<file path="src/rtl/fetch.sv">
// Instruction fetch stage: sequential PC generation, in-order word reads and a small {inst, pc} buffer.
// Optional build macro FETCH_STALL_COUNT_EN adds the stall_cycles / empty_cycles counters.
module fetch #(
    parameter logic [31:0] RESET_PC   = 32'h0000_0000,
    parameter int unsigned FIFO_DEPTH = 4
) (
    input  logic        clk,
    input  logic        reset,
    output logic        imem_req_valid,
    output logic [31:0] imem_req_addr,
    input  logic        imem_req_ready,
    input  logic        imem_resp_valid,
    input  logic [31:0] imem_resp_data,
    output logic [31:0] inst,
    output logic [31:0] inst_pc,
    output logic        inst_valid,
    input  logic        fetch_stall,
    input  logic        flush,
    input  logic [31:0] flush_pc
`ifdef FETCH_STALL_COUNT_EN
    ,
    output logic [31:0] stall_cycles,
    output logic [31:0] empty_cycles
`endif
);

    localparam int unsigned CW      = $clog2(FIFO_DEPTH + 1);
    localparam int unsigned AW      = $clog2(FIFO_DEPTH);
    localparam logic [CW:0] DEPTH_W = (CW + 1)'(FIFO_DEPTH);

    logic [31:0]   pc;
    logic [31:0]   resp_pc;
    logic [31:0]   redirect_pc;
    logic [CW-1:0] fcnt;
    logic [CW-1:0] outstanding;
    logic [CW-1:0] drop;
    logic [AW-1:0] rd_ptr;
    logic [AW-1:0] wr_ptr;
    logic [31:0]   fifo_inst [FIFO_DEPTH];
    logic [31:0]   fifo_pc   [FIFO_DEPTH];
    logic [CW:0]   live_total;
    logic [CW:0]   flight_total;
    logic          req_fire;
    logic          live_resp;
    logic          push;
    logic          pop;

    always_comb begin
        live_total     = {1'b0, fcnt} + {1'b0, outstanding};
        flight_total   = {1'b0, outstanding} + {1'b0, drop};
        imem_req_valid = ~reset & ~flush & (live_total < DEPTH_W) & (flight_total < DEPTH_W);
    end

    assign imem_req_addr = pc;
    assign redirect_pc   = flush_pc & 32'hFFFF_FFFC;
    assign req_fire      = imem_req_valid & imem_req_ready;
    // Responses to requests issued before a flush are consumed by drop first; only the rest are live.
    assign live_resp     = imem_resp_valid & (drop == '0);
    assign push          = live_resp & ~flush;
    assign inst_valid    = fcnt != '0;
    assign pop           = inst_valid & ~fetch_stall & ~flush;
    assign inst          = fifo_inst[rd_ptr];
    assign inst_pc       = fifo_pc[rd_ptr];

    always_ff @(posedge clk) begin
        if (reset) begin
            pc          <= RESET_PC;
            resp_pc     <= RESET_PC;
            fcnt        <= '0;
            outstanding <= '0;
            drop        <= '0;
            rd_ptr      <= '0;
            wr_ptr      <= '0;
            for (int unsigned i = 0; i < FIFO_DEPTH; i++) begin
                fifo_inst[i] <= '0;
                fifo_pc[i]   <= '0;
            end
        end else if (flush) begin
            pc          <= redirect_pc;
            resp_pc     <= redirect_pc;
            fcnt        <= '0;
            outstanding <= '0;
            drop        <= drop + outstanding - CW'(imem_resp_valid);
            rd_ptr      <= '0;
            wr_ptr      <= '0;
        end else begin
            if (req_fire) begin
                pc <= pc + 32'd4;
            end
            if (imem_resp_valid && (drop != '0)) begin
                drop <= drop - CW'(1);
            end
            case ({req_fire, live_resp})
                2'b10:   outstanding <= outstanding + CW'(1);
                2'b01:   outstanding <= outstanding - CW'(1);
                default: outstanding <= outstanding;
            endcase
            // Live responses return in request order, so their PCs are simply sequential from resp_pc.
            if (push) begin
                fifo_inst[wr_ptr] <= imem_resp_data;
                fifo_pc[wr_ptr]   <= resp_pc;
                wr_ptr            <= wr_ptr + AW'(1);
                resp_pc           <= resp_pc + 32'd4;
            end
            if (pop) begin
                rd_ptr <= rd_ptr + AW'(1);
            end
            case ({push, pop})
                2'b10:   fcnt <= fcnt + CW'(1);
                2'b01:   fcnt <= fcnt - CW'(1);
                default: fcnt <= fcnt;
            endcase
        end
    end

`ifdef FETCH_STALL_COUNT_EN
    always_ff @(posedge clk) begin
        if (reset) begin
            stall_cycles <= '0;
            empty_cycles <= '0;
        end else begin
            if (inst_valid && fetch_stall && !flush && (stall_cycles != '1)) begin
                stall_cycles <= stall_cycles + 32'd1;
            end
            if (!inst_valid && !flush && (empty_cycles != '1)) begin
                empty_cycles <= empty_cycles + 32'd1;
            end
        end
    end
`endif

endmodule
</file>
<file path="config.mk">
export PLATFORM = sky130hd
export DESIGN_NAME = fetch
export DESIGN_NICKNAME = d
export VERILOG_FILES = /design/src/rtl/fetch.sv
export SDC_FILE = /design/constraint.sdc
export NUM_CORES = 1
export LEC_CHECK = 0
export CAP_MARGIN = 20
export CORE_MARGIN = 3
export CORE_UTILIZATION = 51
export DETAILED_ROUTE_END_ITERATION = 6
export GPL_ROUTABILITY_DRIVEN = 0
export PLACE_DENSITY_LB_ADDON = 0.3
export SLEW_MARGIN = 20
export SYNTH_ARGS = -nofsm -noshare
export SYNTH_HDL_FRONTEND = slang
export SYNTH_SLANG_ARGS = --single-unit
</file>
<file path="constraint.sdc">
create_clock -name clk -period 4.9 [get_ports clk]
set_clock_uncertainty 0.15 [all_clocks]
set_input_delay 0.735 -clock clk [delete_from_list [all_inputs] [get_ports clk]]
set_output_delay 0.735 -clock clk [all_outputs]
set_load 0.05 [all_outputs]
</file>
==> impl_results.md, run 1 <==
- Worst path slowest cell: clkdlybuf4s50_1
- Initial antenna violation count: 0
- DIE WIDTH: 176 µm
- Reg2reg setup slack: 1.47 ns
- YS warnings: 0
- Layout area overhead: 21.7%
- Synth Area per Inst: 12.1 µm²
- CP endpoint: inst_pc[19]
- Num rows: 61
- Max Fclk: 267 MHz
- Port Buf Inserts: 161
- Pleak: 0.00649 µW
- Initial Util: 0.523
- Clk_lat worst skew: 0.50 ns
- Crit Path Category: reg2out
- Synthesized cell area: 14700 µm²
- Yosys reg bits: 323
- Worst hold-check path type: reg2reg
- Remaining Overflow, GRT: 0
- Fillers: 2163
- Vias in the first global route: 10100
- Num CTS Buffers: 34
- Final WL: 33.9 mm
- Total GRT Usage: 0.220
- N_diodes: 0
- Root buf cell: clkbuf_16
- Share of cells above drive strength 1: 0.111
- Top-count cell post-synth: edfxtp_1
- Worst path bufs/invs: 2
- Die Span Y: 176 µm
- Critical-path maximum fanout: 19
- Worst setup EP type: output port
- Ys flop type: edfxtp_1
- Critical path depth: 3
- Worst Tran Pin Value: 0.940 ns
- TNS Setup: 0 ns
- Distinct cell type count after synthesis: 55
- Final count of pins violating max slew: 0
- Routed len/inst: 19.3 µm
- Slew HR: 0.373
- Post-synth EDFFs: 248
- H-tree depth: 2
- M2 GR Usage: 0.364
- FF-to-FF path depth: 11
- Critical Path Source Type: flip-flop
- Worst r2r src: drop[2]
- Worst Path Required: 4.01 ns
- Post-synthesis cell count: 1211
- Drt first pass iters: 5
- Met3 GRT Util: 0.0432
- Crit path largest cell delay: 0.76 ns
- Postcts setup bufs: 0
- Final Critical Period: 3.74 ns
- Vias/cell: 5.70
- Clock Path Buffers: 3
- First-pass GRT wire length: 53.9 mm
- Endpoints failing setup: 0
- Layout Nets: 1437
- Core Region: 28100 µm²
- Maxcap violations: 0
- PD cells: 372 nW/µm²
- Asr flop ratio synth: 0
- Initial DRC Count: 945
- Critical path cell sequence: buf_4 -> mux4_2 -> clkdlybuf4s50_1
- Clock sinks: 323
- Worst reg2reg endpoint: outstanding[2]
- Ports: 168
- Status: finished clean
- Hold-fix buffers at CTS: 0
- Cell family with most CP delay: buffers and inverters
- Yosys top cell area share: 0.507
- Largest net degree at the start of global routing: 64
- Synth top cells by count: edfxtp_1 (248), nor2_1 (181), nand2_1 (100)
- Sequential share of the synthesized area: 0.609
- Critical Path AT: 2.85 ns
- Dpl hpwl: 20.7 mm
- Final Hold Vio Count: 0
- CTS tree: built
- Total power: 6660 µW
- Post-route DRC: 0
- Reg clk slew, reported paths: 0.06 ns
- Post-route clock period utilization: 0.763
- Post-synth top area cell: edfxtp_1
- Via count: 9983
- DRT antenna net count: 0
- Busiest grt layer: met2
- Unrepaired setup endpoints after global routing: no
- Die area: 30900 µm²
- Maximum VDD drop: 0.195 mV
- Synth top area cells: edfxtp_1 (51%), dfxtp_1 (10%), mux4_2 (9.5%)
- CTS resizes: 0
- Met1 GRT Util: 0.299
- Hold WS: 0.368 ns
==> logic make-up (layout without fill, tap and decap cells) <==
logic type	count (synthesis)	count (layout)	share of synthesized area
simple gates	464	464	0.150
flops	323	323	0.609
buf+inv	169	329	0.0449
compound gates	134	134	0.0602
mux	62	62	0.0951
xor+xnor	42	42	0.0250
fa+ha+maj	16	16	0.0152
other cells	1	4	0.000255
==> cell type report <==
type | instances | area, µm² | area share
Clock buffer | 46 | 948 | 0.0531
Inverter | 88 | 330 | 0.0185
Tap cell | 378 | 473 | 0.0265
Multi-Input combinational cell | 722 | 5140 | 0.287
Sequential cell | 323 | 8950 | 0.501
Timing Repair Buffer | 182 | 1840 | 0.103
Clock inverter | 13 | 196 | 0.0110
==> cells in the final DEF (no fill, tap or decap), types with 6 or more instances in the layout <==
master,synthesis,layout
nand2_1,100,100
clkbuf_1,65,9
nor2_1,181,180
a21boi_0,6,6
a211oi_1,23,23
nand4_1,22,22
a311oi_1,6,6
a21oi_1,37,37
inv_1,86,86
and4_1,7,7
o21ai_0,19,19
clkdlybuf4s50_1,0,159
and2_1,63,63
a31oi_1,17,17
clkbuf_16,0,36
nor4_1,19,18
xnor2_1,21,21
xor2_1,21,21
mux4_2,62,62
dfxtp_1,75,73
and3_1,6,6
buf_12,0,6
nor3_1,11,11
nand3_1,23,23
edfxtp_1,248,248
buf_4,4,16
ha_1,13,13
or3_1,10,10
==> registers in the layout, summed over array words and instances, names as in the netlist, named ones only <==
signal         flops
imem_req_addr     30
drop               3
wr_ptr             2
rd_ptr             2
fcnt               3
resp_pc           30
fifo_pc          120
fifo_inst        128
outstanding        3
==> metrics by stage <==
step	instance area (µm²)	utilization	setup WS, ns	std cells
CTS	17900	0.636	1.10	1752
floorplan	14700	-	0.101	1214
finish	17900	0.636	1.16	1752
global placement	16700	0.596	1.07	1693
global route	17900	0.636	1.01	1752
detailed placement	16700	0.596	1.03	1693
==> how the worst min path moves through the flow <==
stage               slack, ns     from  cells past startpoint  endpoint
floorplan                0.32  fcnt[2]                      2   fcnt[2]
global placement         0.34  fcnt[2]                      2   fcnt[2]
detailed placement       0.36  fcnt[2]                      2   fcnt[2]
CTS                      0.37  fcnt[2]                      2   fcnt[2]
global route             0.41  fcnt[2]                      2   fcnt[2]
finish                   0.37  fcnt[2]                      2   fcnt[2]
==> metal layers <==
metal / vias up / share of wire
met5: - / 0
met4: 0 / 0.020
met3: 46 / 0.078
met2: 398 / 0.48
met1: 4888 / 0.42
li1: 4651 / -
==> power breakdown <==
part	internal, µW	switching [µW]	total, µW
combinational	307	531	838
clock	1620	1010	2630
sequential	3090	95.2	3190
==> tightest hold or removal path: stages (launching register included) <==
cell and delay (ns):
dfxtp_1 0.33, o21ai_0 0.08, a21oi_1 0.06
(Power assumes the default switching activity.)
==> run 2, diff against run 1 <==
==> constraint.sdc (replaced) <==
create_clock -name clk -period 3.2 [get_ports clk]
set_clock_uncertainty 0.15 [all_clocks]
set_input_delay 0.48 -clock clk [delete_from_list [all_inputs] [get_ports clk]]
set_output_delay 0.48 -clock clk [all_outputs]
set_load 0.05 [all_outputs]
==> impl_results.md, run 2 (synthesis gave the netlist of run 1 again) <==
- Post-route clock period utilization: 0.971
- Drt first pass iters: 4 (-1)
- Finished Cell Area: 18000 µm² (+0.64%)
- Cell family with most CP delay: buffers and inverters
- TNS Setup: 0 ns (unchanged)
- Final Critical Period: 3.11 ns
- Total placed cells including tap cells: 1707 (+0.83%)
- Clk_lat worst skew: 0.50 ns (about the same)
- Worst path slowest cell: clkdlybuf4s50_1
- Max Fclk: 322 MHz
- Total GRT Usage: 0.220 (+0.000604)
- Unrepaired setup endpoints after global routing: no
- PD cells: 545 nW/µm² (+46%)
- Initial DRC Count: 803 (-15%)
- Maximum VDD drop: 0.290 mV (+49%)
- Vias/cell: 5.66 (-0.68%)
- Final Hold Vio Count: 0 (unchanged)
- Post-route DRC: 0 (unchanged)
- First-pass GRT wire length: 54.3 mm (+0.78%)
- Core Region: 28100 µm² (unchanged)
- Critical Path Source Type: flip-flop
- Multi-input logic area: 5140 µm² (about the same)
- Die area: 30900 µm² (unchanged)
- DIE WIDTH: 176 µm (unchanged)
- Routed len/inst: 19.1 µm (-1.2%)
- Final WL: 33.8 mm (-0.34%)
- Total power: 9800 µW (+47%)
- Crit path largest cell delay: 0.72 ns (-0.04 ns)
- Initial antenna violation count: 0 (unchanged)
- Root buf cell: clkbuf_16
- Commonest non-fill, non-tap cell in the layout: edfxtp_1
- Fillers: 2140 (-1.1%)
- Most frequent cells in the layout: edfxtp_1 (248), nor2_1 (180), clkdlybuf4s50_1 (143), nand2_1 (100), inv_1 (85)
- Reg clk slew, reported paths: 0.06 ns (about the same)
- Ports: 168 (unchanged)
- Status: finished clean
- Vias in the first global route: 10200 (+0.34%)
- CTS tree: built
- Maxcap violations: 0 (unchanged)
- Clock sinks: 323 (unchanged)
- Biggest regs: fifo_inst: 128 flops, fifo_pc: 120 flops
- Endpoints failing setup: 0 (unchanged)
- Layout Nets: 1451 (+0.97%)
- Register Area: 8950 µm² (unchanged)
- Port Buf Inserts: 161 (unchanged)
- Biggest register: fifo_inst
- Worst Path Required: 2.57 ns (-1.44 ns)
- Worst setup EP type: output port
- Critical path cell sequence: buf_12 -> mux4_2 -> clkdlybuf4s50_1
- Pleak: 0.00667 µW (+2.8%)
- Worst hold-check path type: in2reg
- Worst Tran Pin Value: 1.06 ns (+0.117 ns)
- Final count of pins violating max slew: 0 (unchanged)
- N_diodes: 0 (unchanged)
- Die Span Y: 176 µm (unchanged)
- Crit Path Category: reg2out
- Initial Util: 0.523 (unchanged)
- Worst path bufs/invs: 2 (unchanged)
- H-tree depth: 2 (unchanged)
- Num CTS Buffers: 34 (unchanged)
- Via count: 10000 (+0.23%)
- Placed inst area: 16900 µm² (+1.3%)
- Layout area overhead: 22.5%
- Num rows: 61 (unchanged)
- Clock Path Buffers: 3 (unchanged)
- Non-filler cells, final: 1768 (+0.91%)
- Critical Path AT: 2.48 ns (-0.37 ns)
- Share of cells above drive strength 1: 0.121 (+0.0102)
- Largest net degree at the start of global routing: 69 (+7.8%)
- Slew HR: 0.295 (-0.0783)
- DRT antenna net count: 0 (unchanged)
- Final design utilization: 0.641 (+0.00405)
- Dpl hpwl: 20.9 mm (+1.2%)
- Max reg flops: 128 (unchanged)
- Remaining Overflow, GRT: 0 (unchanged)
- Critical-path maximum fanout: 30 (+11)
run 2: changes by cell type in the layout (fill, tap and decap cells not counted), sizes merged, moves of 2 or more:
cell	before	now
buf	23	42
bufinv	5	0
clkbuf	46	44
clkdlybuf4s50	159	143
clkinv	8	16
clkinvlp	0	2
dlymetal6s2s	0	11
run 2: layout make-up:
type	count	share of cell area
clock buffers	44	0.0522
clock inverters	17	0.00452
inverters	88	0.0184
multi-input cells	722	0.286
flip-flops and latches	323	0.498
well taps	378	0.0263
repair buffers	196	0.115
run 2: path summary, 6_finish.rpt:
kind / from / end / slack [ns] / cells after the start
max: flip-flop / inst[7] / 0.09 / 3
min: reset / resp_pc[7] / 0.15 / 2
max reg2reg: drop[2] / outstanding[2] / 0.32 / 10
min reg2reg: fcnt[2] / fcnt[2] / 0.37 / 2
run 2: what timing repair did:
item / CTS / global route
gates resized for setup: 0 / 11
hold buffers: 0 / 0
buffers inserted: 0 / 0
endpoints found under the setup margin: 0 / 11
run 2: power by group:
| part | switching, µW | internal [µW] | leakage [µW] |
|---|---|---|---|
| clock | 1530 | 2070 | 0.000496 |
| sequential | 145 | 4740 | 0.00318 |
| combinational | 819 | 498 | 0.00299 |
run 2: routing by layer:
| metal | GRT usage | vias up | routed length, µm |
|---|---|---|---|
| met3 | 0.0441 | 54 | 2610 |
| met2 | 0.354 | 394 | 15800 |
| met5 | 0 | - | 0 |
| met1 | 0.309 | 4888 | 14600 |
| li1 | - | 4670 | - |
| met4 | 0.0614 | 0 | 812 |
run 2: metrics by stage:
stage                     hold slack, ns  setup slack, ns
final                              0.150           0.0927
after global routing               0.164          0.00652
after CTS                          0.134           0.0112
after detailed placement           0.357           0.0923
after global placement             0.351            0.111
after floorplan                    0.320          -0.0727
==> run 3, diff against run 2 <==
--- a/config.mk
+++ b/config.mk
@@ -8,6 +8,7 @@
 export CAP_MARGIN = 20
 export CORE_MARGIN = 3
 export CORE_UTILIZATION = 51
+export CTS_CLUSTER_SIZE = 24
 export DETAILED_ROUTE_END_ITERATION = 6
 export GPL_ROUTABILITY_DRIVEN = 0
 export PLACE_DENSITY_LB_ADDON = 0.3
==> results of run 3 <==
The final DEF is identical to that of run 2; final timing and power are the same.
